===== config.mk =====
export PLATFORM = sky130hd
export DESIGN_NAME = spi_flash_reader
export DESIGN_NICKNAME = d
export VERILOG_FILES = /design/src/rtl/spi_flash_pkg.sv /design/src/rtl/spi_flash_reader.sv
export SDC_FILE = /design/constraint.sdc
export NUM_CORES = 1
export LEC_CHECK = 0
export ABC_AREA = 1
export CAP_MARGIN = 15
export CORE_UTILIZATION = 44
export DETAILED_ROUTE_END_ITERATION = 6
export GPL_TIMING_DRIVEN = 0
export HOLD_SLACK_MARGIN = 0.15
export PLACE_DENSITY = 0.76
export SLEW_MARGIN = 20
export SYNTH_ARGS = -nofsm -noshare
export SYNTH_HDL_FRONTEND = slang
export SYNTH_SLANG_ARGS = --single-unit
export TNS_END_PERCENT = 100

===== constraint.sdc =====
create_clock -name clk -period 1.3 [get_ports clk]
set_input_delay 0.195 -clock clk [delete_from_list [all_inputs] [get_ports clk]]
set_output_delay 0.195 -clock clk [all_outputs]
set_load 0.1 [all_outputs]

===== src/rtl/spi_flash_pkg.sv =====
// Shared types and constants for the SPI flash read sequencer.
package spi_flash_pkg;

  typedef enum logic [2:0] {
    ST_IDLE,
    ST_CS_SETUP,
    ST_HDR_ISSUE,
    ST_HDR_WAIT,
    ST_RD_ISSUE,
    ST_RD_WAIT,
    ST_OUT_HOLD,
    ST_CS_HOLD
  } sfr_state_t;

  localparam logic [7:0] SPI_CMD_READ  = 8'h03;
  localparam logic [7:0] SPI_DUMMY     = 8'h00;
  localparam logic [3:0] SPI_DE_SINGLE = 4'b0001;

  // Header byte k of a READ: opcode, then address MSB first.
  function automatic logic [7:0] hdr_byte(input logic [7:0] cmd,
                                          input logic [23:0] a,
                                          input logic [1:0] idx);
    logic [7:0] b;
    case (idx)
      2'd0:    b = cmd;
      2'd1:    b = a[23:16];
      2'd2:    b = a[15:8];
      default: b = a[7:0];
    endcase
    return b;
  endfunction

endpackage


===== src/rtl/spi_flash_reader.sv =====
// Read sequencer in front of the byte-level SPI controller: issues a flash
// READ (opcode + 24-bit address) then streams len data bytes out on a
// valid/ready interface with a single-byte buffer.
//
// state        | meaning
// -------------+-----------------------------------------------------------
// ST_IDLE      | chip select high, waiting for start
// ST_CS_SETUP  | chip select low for one cycle before the first strobe
// ST_HDR_ISSUE | strobe header byte hdr_idx (opcode / address bytes)
// ST_HDR_WAIT  | blank cycle, then wait for controller idle
// ST_RD_ISSUE  | strobe a dummy byte to clock in one data byte
// ST_RD_WAIT   | blank cycle, then wait for idle and capture the rx byte
// ST_OUT_HOLD  | data byte presented, held until the consumer takes it
// ST_CS_HOLD   | one cycle of chip select low after the last byte
module spi_flash_reader
  import spi_flash_pkg::*;
#(
  parameter logic [2:0] MODE = 3'd0,
  parameter logic [7:0] CMD  = SPI_CMD_READ
) (
  input  logic        clk,
  input  logic        reset,
  input  logic        start,
  input  logic [23:0] addr,
  input  logic [15:0] len,
  output logic        busy,
  output logic        done,
  output logic        out_valid,
  output logic [7:0]  out_data,
  input  logic        out_ready,
  output logic        spi_cs,
  output logic [2:0]  spi_mode,
  output logic [3:0]  spi_data_enable,
  output logic [7:0]  spi_byte_tx,
  output logic        spi_byte_tx_strobe,
  input  logic [7:0]  spi_byte_rx,
  input  logic        spi_idle
);

  sfr_state_t  state_q, state_d;
  logic [23:0] addr_q;
  logic [15:0] rem_q;
  logic [1:0]  hdr_idx_q;
  logic        blank_q;
  logic        done_q;
  logic [7:0]  data_q;

  logic        latch;
  logic        hdr_next;
  logic        capture;
  logic        handshake;
  logic        zero_len;

  assign zero_len = (len == 16'd0);

  // State register.
  always_ff @(posedge clk) begin
    if (reset) state_q <= ST_IDLE;
    else       state_q <= state_d;
  end

  // Next-state decode plus the datapath enables it implies.
  always_comb begin
    state_d   = state_q;
    latch     = 1'b0;
    hdr_next  = 1'b0;
    capture   = 1'b0;
    handshake = 1'b0;
    case (state_q)
      ST_IDLE: begin
        if (start && !zero_len) begin
          latch   = 1'b1;
          state_d = ST_CS_SETUP;
        end
      end
      ST_CS_SETUP:  state_d = ST_HDR_ISSUE;
      ST_HDR_ISSUE: state_d = ST_HDR_WAIT;
      ST_HDR_WAIT: begin
        if (!blank_q && spi_idle) begin
          if (hdr_idx_q == 2'd3) begin
            state_d = ST_RD_ISSUE;
          end else begin
            hdr_next = 1'b1;
            state_d  = ST_HDR_ISSUE;
          end
        end
      end
      ST_RD_ISSUE: state_d = ST_RD_WAIT;
      ST_RD_WAIT: begin
        if (!blank_q && spi_idle) begin
          capture = 1'b1;
          state_d = ST_OUT_HOLD;
        end
      end
      ST_OUT_HOLD: begin
        if (out_ready) begin
          handshake = 1'b1;
          state_d   = (rem_q == 16'd1) ? ST_CS_HOLD : ST_RD_ISSUE;
        end
      end
      ST_CS_HOLD: state_d = ST_IDLE;
      default:    state_d = ST_IDLE;
    endcase
  end

  // Request latch, header index and remaining-byte down-counter.
  always_ff @(posedge clk) begin
    if (reset) begin
      addr_q    <= '0;
      rem_q     <= '0;
      hdr_idx_q <= '0;
    end else begin
      if (latch) begin
        addr_q    <= addr;
        rem_q     <= len;
        hdr_idx_q <= '0;
      end
      if (hdr_next)  hdr_idx_q <= hdr_idx_q + 2'd1;
      if (handshake) rem_q     <= rem_q - 16'd1;
    end
  end

  // The controller's idle flag lags a strobe by a cycle, so the first wait
  // cycle after any strobe is masked.
  always_ff @(posedge clk) begin
    if (reset) blank_q <= 1'b0;
    else       blank_q <= spi_byte_tx_strobe;
  end

  // Output byte buffer and completion pulse.
  always_ff @(posedge clk) begin
    if (reset) begin
      data_q <= '0;
      done_q <= 1'b0;
    end else begin
      if (capture) data_q <= spi_byte_rx;
      done_q <= (state_q == ST_CS_HOLD) ||
                ((state_q == ST_IDLE) && start && zero_len);
    end
  end

  assign busy               = (state_q != ST_IDLE);
  assign done               = done_q;
  assign out_valid          = (state_q == ST_OUT_HOLD);
  assign out_data           = data_q;
  assign spi_cs             = (state_q == ST_IDLE);
  assign spi_mode           = MODE;
  assign spi_data_enable    = spi_cs ? 4'b0000 : SPI_DE_SINGLE;
  assign spi_byte_tx_strobe = (state_q == ST_HDR_ISSUE) || (state_q == ST_RD_ISSUE);
  assign spi_byte_tx        = (state_q == ST_HDR_ISSUE) ? hdr_byte(CMD, addr_q, hdr_idx_q)
                                                        : SPI_DUMMY;

endmodule


# Word level (Yosys, flattened, before mapping)
# Index checks and enable logic that the tools add are counted.
[totals]
n_memories = 0
latch_bits = 0
elab_cells = 62
rom_bits = 0
ram_bits = 0
output_inout_bits = 28
register_bits = 55
[op_classes]
n_eq_ne = 15
div = 0
addsub = 2
mux = 23
n_bitwise = 0
order_cmp = 0
n_mul = 0
reduce_logical = 15
shift = 0
[ops]
columns = ["cell", "n"]
rows = [
  ["16-bit two-way mux", 2],
  ["3-bit one-hot mux with 8 select lines", 1],
  ["8-bit one-hot mux with 3 select lines", 1],
  ["16-bit by 1-bit equality test with 1-bit output, second input constant", 1],
  ["16-bit logical NOT", 1],
  ["16-bit by 1-bit subtractor with 16-bit output, second input constant", 1],
  ["3-bit two-way mux", 5],
  ["3-bit equality test, second input constant", 4],
  ["1-bit two-way mux", 10],
  ["8-bit two-way mux", 1],
  ["3-bit by 2-bit equality test with 1-bit output, second input constant", 2],
  ["2-bit two-way mux", 3],
  ["2-bit equality test, second input constant", 2],
  ["1-bit logical AND", 4],
  ["2-bit by 1-bit != test with 1-bit output, second input constant", 2],
  ["2-bit != test, second input constant", 2],
  ["4-bit AND reduction", 1],
  ["2-bit nonzero test", 2],
  ["3-bit by 1-bit equality test with 1-bit output, second input constant", 1],
  ["3-bit logical NOT", 1],
  ["3-bit nonzero test", 1],
  ["2-bit by 1-bit adder with 2-bit output, second input constant", 1],
  ["2-bit by 1-bit equality test with 1-bit output, second input constant", 1],
  ["1-bit logical NOT", 2],
  ["other kinds (2)", 3],
]

# Longest topological paths before layout
# Gate-level depths: netlist of the first run.
[logic_depth]
ltp_word = 7
depth_mapped = 11
depth_no_buf = 10

# Least setup slack after synthesis of the first run
# Ideal clock, no wire load.
[synth_path]
path_kind = "flip-flop to output port"
start = "reg hdr_idx_q[0]"
end = "out spi_byte_tx[0]"
n_path_buf = 1
path_slack_ns = -1.407
path_stages_with_launch = 6
required_ns = 1.105
t_arrival_ns = 2.512
path_cell_list = "dfxtp_1 -> inv_1 -> ha_1 -> buf_1 -> nand2_1 -> a31oi_1"
[synth_via]
elab_chain_len = 3
elab_cells_between_ends = 5
cone_classes = "eq/ne: 2; mux: 2; reduce/logical: 1"
[synth_lines]
columns = ["element", "line_no", "text"]
rows = [
  ["start: declaration", "spi_flash_reader.sv:43", "logic [1:0] hdr_idx_q;"],
  ["start signal: assignment", "spi_flash_reader.sv:118", "if (hdr_next) hdr_idx_q <= hdr_idx_q + 2'd1;"],
  ["2-bit equality test, or another cell as far along", "spi_flash_pkg.sv:24", "case (idx)"],
  ["8-bit one-hot mux with 3 select lines (*)", "spi_flash_pkg.sv:24", ""],
  ["8-bit two-way mux (*)", "spi_flash_reader.sv:150", "assign spi_byte_tx = (state_q == ST_HDR_ISSUE) ? hdr_byte(CMD, addr_q, hdr_idx_q)"],
  ["end: declaration", "spi_flash_reader.sv:34", "output logic [7:0] spi_byte_tx,"],
]
# Every way passes the cells marked *; elsewhere a longest branch is shown, timed or not.

# Worst setup path after layout of the first run
# Same ends and word-level chain as after synthesis.

==> results of run 1 <==
[stage by stage]
step	instance area [um2]	util	total power, W	worst slack, ps	TNS, ps
finish	5910	0.869	0.00945	-476	-19680
global placement	4180	0.616	0.00581	-1200	-40330
detailed placement	4180	0.616	0.00587	-1230	-42720
floorplan	3320	-	0.00505	-320	-7380
global route	5910	0.869	0.00982	-493	-22350
CTS	5470	0.805	0.00867	-419	-16990
[final cells by class]
type / instances / share of cell area
buffer: 22 / 0.0434
clock buffer: 5 / 0.0117
clock inverter: 3 / 0.00318
inverter: 39 / 0.0328
multi-input combinational: 354 / 0.428
sequential: 55 / 0.190
tap: 96 / 0.0203
timing repair buffer: 137 / 0.271
[power breakdown]
part	switching (W)	internal, W
Sequential	0.000397	0.00203
Clock	0.000609	0.000382
Combinational	0.00339	0.00265
Total	0.00439	0.00506
[layout by cell type (no fill, tap or decap), drive strengths merged]
master         count
o22ai              1
dlygate4sd2       11
dfxtp             55
nand3b             3
nand2             84
clkbuf            18
nand4              2
or2                1
nor2             126
clkinv             3
nor3               3
nand3             41
o21a               1
o21ai             46
inv               37
a21oi             27
buf               94
conb               6
dlymetal6s2s       3
o21bai             1
ha                 7
clkdlybuf4s50     38
clkinvlp           2
a31oi              3
xor2               2
[per-layer routing]
layer / share of wire / routed length (um) / up-vias / GRT usage
met1: 0.37 / 4820 / 1864 / 0.374
met5: 0 / 0 / - / 0
met2: 0.53 / 6920 / 214 / 0.591
li1: - / - / 1787 / -
met4: 0.038 / 495 / 0 / 0.106
met3: 0.064 / 832 / 45 / 0.0385
[worst max-delay path, cell delays in order, from the launching register on]
cell     delay [ps]
dfxtp_4         390
ha_4            190
buf_12          130
inv_12           70
o21ai_2          80
a31oi_4         200
buf_12          200
[repair_timing]
action / in CTS / in global routing
buffers inserted: 41 / 19
setup endpoints to repair: 75 / 69
cloned: 8 / 2
gates resized for setup: 322 / 97
pin swaps: 25 / 42
hold buffers: 0 / 0
[state kept, by name, indices dropped and copies added (netlist names)]
signal and count:
rem_q 16, blank_q 1, addr_q 24, state_q 3, done 1, hdr_idx_q 2
out_data 8
[final timing paths]
kind / endpoint / slack, ps
setup / recovery: spi_byte_tx[0] / -480
hold / removal: rem_q[1]$_SDFFE_PP0P_ / 280
setup reg to reg: rem_q[8]$_SDFFE_PP0P_ / -430
hold reg to reg: addr_q[20]$_SDFFE_PP0P_ / 490
[cell families after synthesis]
kind of cell | count (synthesis) | share of synthesized area
adders and majority gates | 7 | 0.0284
buffers and inverters | 63 | 0.106
AOI/OAI and AO/OA | 79 | 0.131
DFF | 55 | 0.357
xor gates and xnor gates | 2 | 0.00567
and+or+nand+nor | 259 | 0.371
other | 1 | 0.00121
==> results.json, run 1 <==
{
  "ys_ff_latch": 55,
  "num_vias": 3910,
  "fin_ws_ps": -476,
  "postSynthCellCount": 466,
  "synth-seq-area-share": 0.357,
  "yosysMostFrequentCell": "nor2_1",
  "synth-async-reset-ratio": 0,
  "synthTopCellsByCount": "nor2_1 (121), nand2_1 (76), dfxtp_1 (55), o21ai_0 (45), nand3_1 (38)",
  "wire_per_inst_um": 18.4,
  "synth_warnings": 0,
  "portBuffers": 74,
  "dp_hpwl_mm": 6.45,
  "htree_levels": 2,
  "min-delay-start": "len[1]",
  "fillers": 341,
  "end_kind": "primary output",
  "synth_top_area_share": 0.357,
  "track_usage": 0.317,
  "setup_viol": 59,
  "r2r_cells": 11,
  "critical_path_required_ps": 1110,
  "hp-class": "in -> reg",
  "period_minus_slack_ps": 1780,
  "dieHeight_um": 85.8,
  "start_kind": "flip-flop",
  "clkSinkCount": 55,
  "synth-edff-count": 0,
  "crit_type": "reg -> out",
  "grt_pass1_vias": 3678,
  "grt.overflow.total": 0,
  "slew_violations": 0,
  "start_util": 0.455,
  "dr.pass1.iters": 6,
  "hold-path-cell-count": 3,
  "cts_tree": "done",
  "place_congestion": 0.913,
  "violations": "negative setup slack",
  "synth_cell_type_count": 36,
  "path_max_fanout": 8,
  "fin_crit_sh": 1.37,
  "fp.dieW_um": 85.8,
  "wirelength_mm": 13.1,
  "hold_violations": 0,
  "core_um2": 6790,
  "ant_nets": 0,
  "ioPinCount": 81,
  "maxCapViolations": 0,
  "drt_iter0_markers": 232,
  "worst_clock_skew_ps": 3.60,
  "clk_pin_slew_ps": 100,
  "drcViolationCount": 0,
  "relSlewSlack": 0.464,
  "synth_area_um2": 3090,
  "ys.flop_type": "dfxtp_1",
  "synth_area_leaders": "dfxtp_1 (36%), nor2_1 (15%), nand2_1 (9.2%)",
  "area_delta_synth_final_pct": 91.2,
  "diodes": 0,
  "rows": 30,
  "drive_gt1_frac": 0.442,
  "synth_top_area_cell": "dfxtp_1",
  "tightest_slew_ps": 804,
  "status": "finished with violations",
  "dieArea_um2": 7360,
  "cts_buffers": 5,
  "place_inst": 641,
  "cts_root_buffer": "clkbuf_8",
  "stdcell_count": 711,
  "insertion_delay_ps": 320,
  "regArea_um2": 1120,
  "post_drt_via_cell_ratio": 5.50,
  "fin_hold_ws_ps": 283,
  "nets": 674,
  "ir_drop_uv": 1740,
  "worstPathArrival_ps": 1580,
  "leakagePower_nw": 2.59,
  "r2r-start": "state_q[1]$_SDFFE_PP0P_",
  "cellPowerDensity_nw_per_um2": 1600,
  "postSynthAreaPerCell_um2": 6.63,
  "grt_setup_unrepaired": "true",
  "max_freq_ghz": 0.563,
  "crit_start": "hdr_idx_q[0]$_SDFFE_PP0P_",
  "multi_input_area_um2": 2530,
  "grt_pass1_wl_mm": 18.1,
  "clockBufferDepth": 2,
  "grt_max_degree": 18,
  "grt_antenna_before_repair": 0
}
(Power assumes the default switching activity.)
==> run 2, diff against run 1 <==
--- a/config.mk
+++ b/config.mk
@@ -7,11 +7,12 @@
 export LEC_CHECK = 0
 export ABC_AREA = 1
 export CAP_MARGIN = 15
-export CORE_UTILIZATION = 44
+export CORE_UTILIZATION = 40
 export DETAILED_ROUTE_END_ITERATION = 6
 export GPL_TIMING_DRIVEN = 0
 export HOLD_SLACK_MARGIN = 0.15
-export PLACE_DENSITY = 0.76
+export PLACE_DENSITY = 0.7
+export REMOVE_ABC_BUFFERS = 1
 export SLEW_MARGIN = 20
 export SYNTH_ARGS = -nofsm -noshare
 export SYNTH_HDL_FRONTEND = slang
==> constraint.sdc (replaced) <==
create_clock -name clk -period 1.6 [get_ports clk]
set_input_delay 0.24 -clock clk [delete_from_list [all_inputs] [get_ports clk]]
set_output_delay 0.24 -clock clk [all_outputs]
set_load 0.1 [all_outputs]
==> results.json, run 2 (synthesis results as in run 1) <==
{
  "status": "finished with violations",
  "violations": "negative setup slack",
  "grt_setup_unrepaired": "true",
  "drive_gt1_frac": 0.317,
  "grt_max_degree": 45,
  "end_kind": "primary output",
  "regArea_um2": 1120,
  "setup_viol": 51,
  "ctsHoldBuffers": 0,
  "relSlewSlack": 0.557,
  "drt_iter0_markers": 196,
  "wire_per_inst_um": 14.8,
  "cellPowerDensity_nw_per_um2": 1340,
  "track_usage": 0.208,
  "start_util": 0.419,
  "wirelength_mm": 9.99,
  "post_drt_via_cell_ratio": 5.16,
  "grt.overflow.total": 0,
  "portBuffers": 74,
  "crit_family": "buffers and inverters",
  "placed_area_um2": 3800,
  "htree_levels": 2,
  "crit_slowest_cell": "dfxtp_4",
  "path_buf_inv": 3,
  "leakagePower_nw": 2.10,
  "slew_violations": 0,
  "cts_tree": "done",
  "max_freq_ghz": 0.535,
  "crit_type": "reg -> out",
  "num_vias": 3489,
  "hold_violations": 0,
  "diodes": 0,
  "ioPinCount": 81,
  "drcViolationCount": 0,
  "maxCapViolations": 0,
  "clockBufferDepth": 2,
  "start_kind": "flip-flop",
  "largest_register_ffs": 24,
  "dr.pass1.iters": 5,
  "cts_root_buffer": "clkbuf_8",
  "design_area_um2": 4990,
  "dieArea_um2": 8070,
  "top_register": "addr_q",
  "multi_input_area_um2": 2170,
  "critical_path_required_ps": 1360,
  "fin_ws_ps": -269,
  "path_max_fanout": 8,
  "worstPathArrival_ps": 1630,
  "critical_path.max_stage_delay_ps": 380,
  "grt_pass1_vias": 3065,
  "fillers": 600,
  "core_um2": 7370,
  "mostFrequentLayoutCell": "nor2_1",
  "hp-class": "reg -> reg",
  "area_delta_synth_final_pct": 61.5,
  "insertion_delay_ps": 320,
  "clk_pin_slew_ps": 100,
  "fp.dieW_um": 89.9,
  "layout_common_cells": "nor2_1 (90), nand2_1 (69), clkdlybuf4s50_1 (52), dfxtp_1 (50)",
  "tightest_slew_ps": 663,
  "dp_hpwl_mm": 5.38,
  "crit_chain": "inv_4 > nor2_4 > nand2_4 > inv_6 > o21ai_0 > a21oi_1 > buf_6",
  "grt_pass1_wl_mm": 13.9,
  "final_core_util": 0.677,
  "rows": 31,
  "place_congestion": 0.921,
  "nets": 636,
  "dieHeight_um": 89.9,
  "period_minus_slack_ps": 1870,
  "worst_clock_skew_ps": 8.28,
  "clkSinkCount": 55,
  "grt_antenna_before_repair": 0,
  "cts_buffers": 5,
  "fin_crit_sh": 1.17,
  "ir_drop_uv": 1170,
  "ant_nets": 0
}
==> run 2: cell types whose count changed in the layout (fill, tap and decap cells not counted), moves of 10 or more <==
cell | previous run | this run
buf_12 | 26 | 7
o21ai_0 | 5 | 23
a21oi_1 | 6 | 23
o21ai_2 | 31 | 14
nand2_1 | 53 | 69
nor2_1 | 105 | 90
clkdlybuf4s50_1 | 38 | 52
a21oi_4 | 13 | 0
nand2_4 | 18 | 6
dlygate4sd2_1 | 11 | 0
nand3_1 | 18 | 28
nor2_2 | 9 | 19
==> run 2: path summary, 6_finish.rpt <==
path                                              start                     end  slack, ps  cells past startpoint
worst max-delay path            state_q[1]$_SDFFE_PP0P_          spi_byte_tx[2]       -270                      7
worst min-delay path             addr_q[7]$_SDFFE_PP0P_  addr_q[7]$_SDFFE_PP0P_        480                      2
worst max register to register  state_q[1]$_SDFFE_PP0P_   rem_q[4]$_SDFFE_PP0P_       -170                     11
worst min register to register   addr_q[7]$_SDFFE_PP0P_  addr_q[7]$_SDFFE_PP0P_        480                      2
==> run 2: worst min-delay path, stage by stage (launching register included) <==
cell and delay, ps:
dfxtp_1 350, nor2_2 40, nor2_1 60
==> run 2: layout make-up <==
type                    instances  area share
multi-input cells             358       0.435
inverters                      39      0.0407
repair inverters                3      0.0133
flip-flops and latches         55       0.224
well taps                      99      0.0248
repair buffers                114       0.244
clock inverters                 3     0.00477
clock buffers                   5      0.0138
==> run 2: what timing repair did <==
| item | in CTS | in global routing |
|---|---|---|
| setup buffers | 4 | 35 |
| endpoints found under the setup margin | 67 | 50 |
| pin swaps | 3 | 45 |
| cloned | 2 | 7 |
| resized for setup | 159 | 148 |
==> run 2: power breakdown <==
group | internal, W | switching [W] | leakage [nW] | total [W]
clock | 0.000318 | 0.000504 | 0.0461 | 0.000821
combinational | 0.00155 | 0.00237 | 1.60 | 0.00392
sequential | 0.00165 | 0.000265 | 0.455 | 0.00191
total | 0.00351 | 0.00314 | 2.10 | 0.00666
==> run 2: layer usage <==
metal | part of all wire | vias up | track usage | routed length, um
met5 | 0 | - | 0 | 0
met4 | 0.016 | 0 | 0.0524 | 160
met3 | 0.064 | 15 | 0.0330 | 639
met2 | 0.49 | 142 | 0.356 | 4860
met1 | 0.43 | 1620 | 0.273 | 4330
li1 | - | 1712 | - | -
==> run 2: through the flow <==
step | setup TNS, ps | worst slack [ps] | total power (W) | hold slack, ps | std cells
detailed placement | -34500 | -1160 | 0.00434 | 468 | 620
floorplan | -16460 | -1150 | 0.00372 | 309 | 447
finish | -5110 | -269 | 0.00666 | 483 | 676
CTS | -1490 | -208 | 0.00543 | 491 | 634
global placement | -47730 | -1140 | 0.00430 | 460 | 620
global route | -8860 | -329 | 0.00703 | 505 | 676
==> run 3, diff against run 2 <==
--- a/config.mk
+++ b/config.mk
@@ -6,7 +6,6 @@
 export NUM_CORES = 1
 export LEC_CHECK = 0
 export ABC_AREA = 1
-export CAP_MARGIN = 15
 export CORE_UTILIZATION = 40
 export DETAILED_ROUTE_END_ITERATION = 6
 export GPL_TIMING_DRIVEN = 0
==> results of run 3 <==
Same layout as run 2: the final DEF is identical, and so are final timing and power.
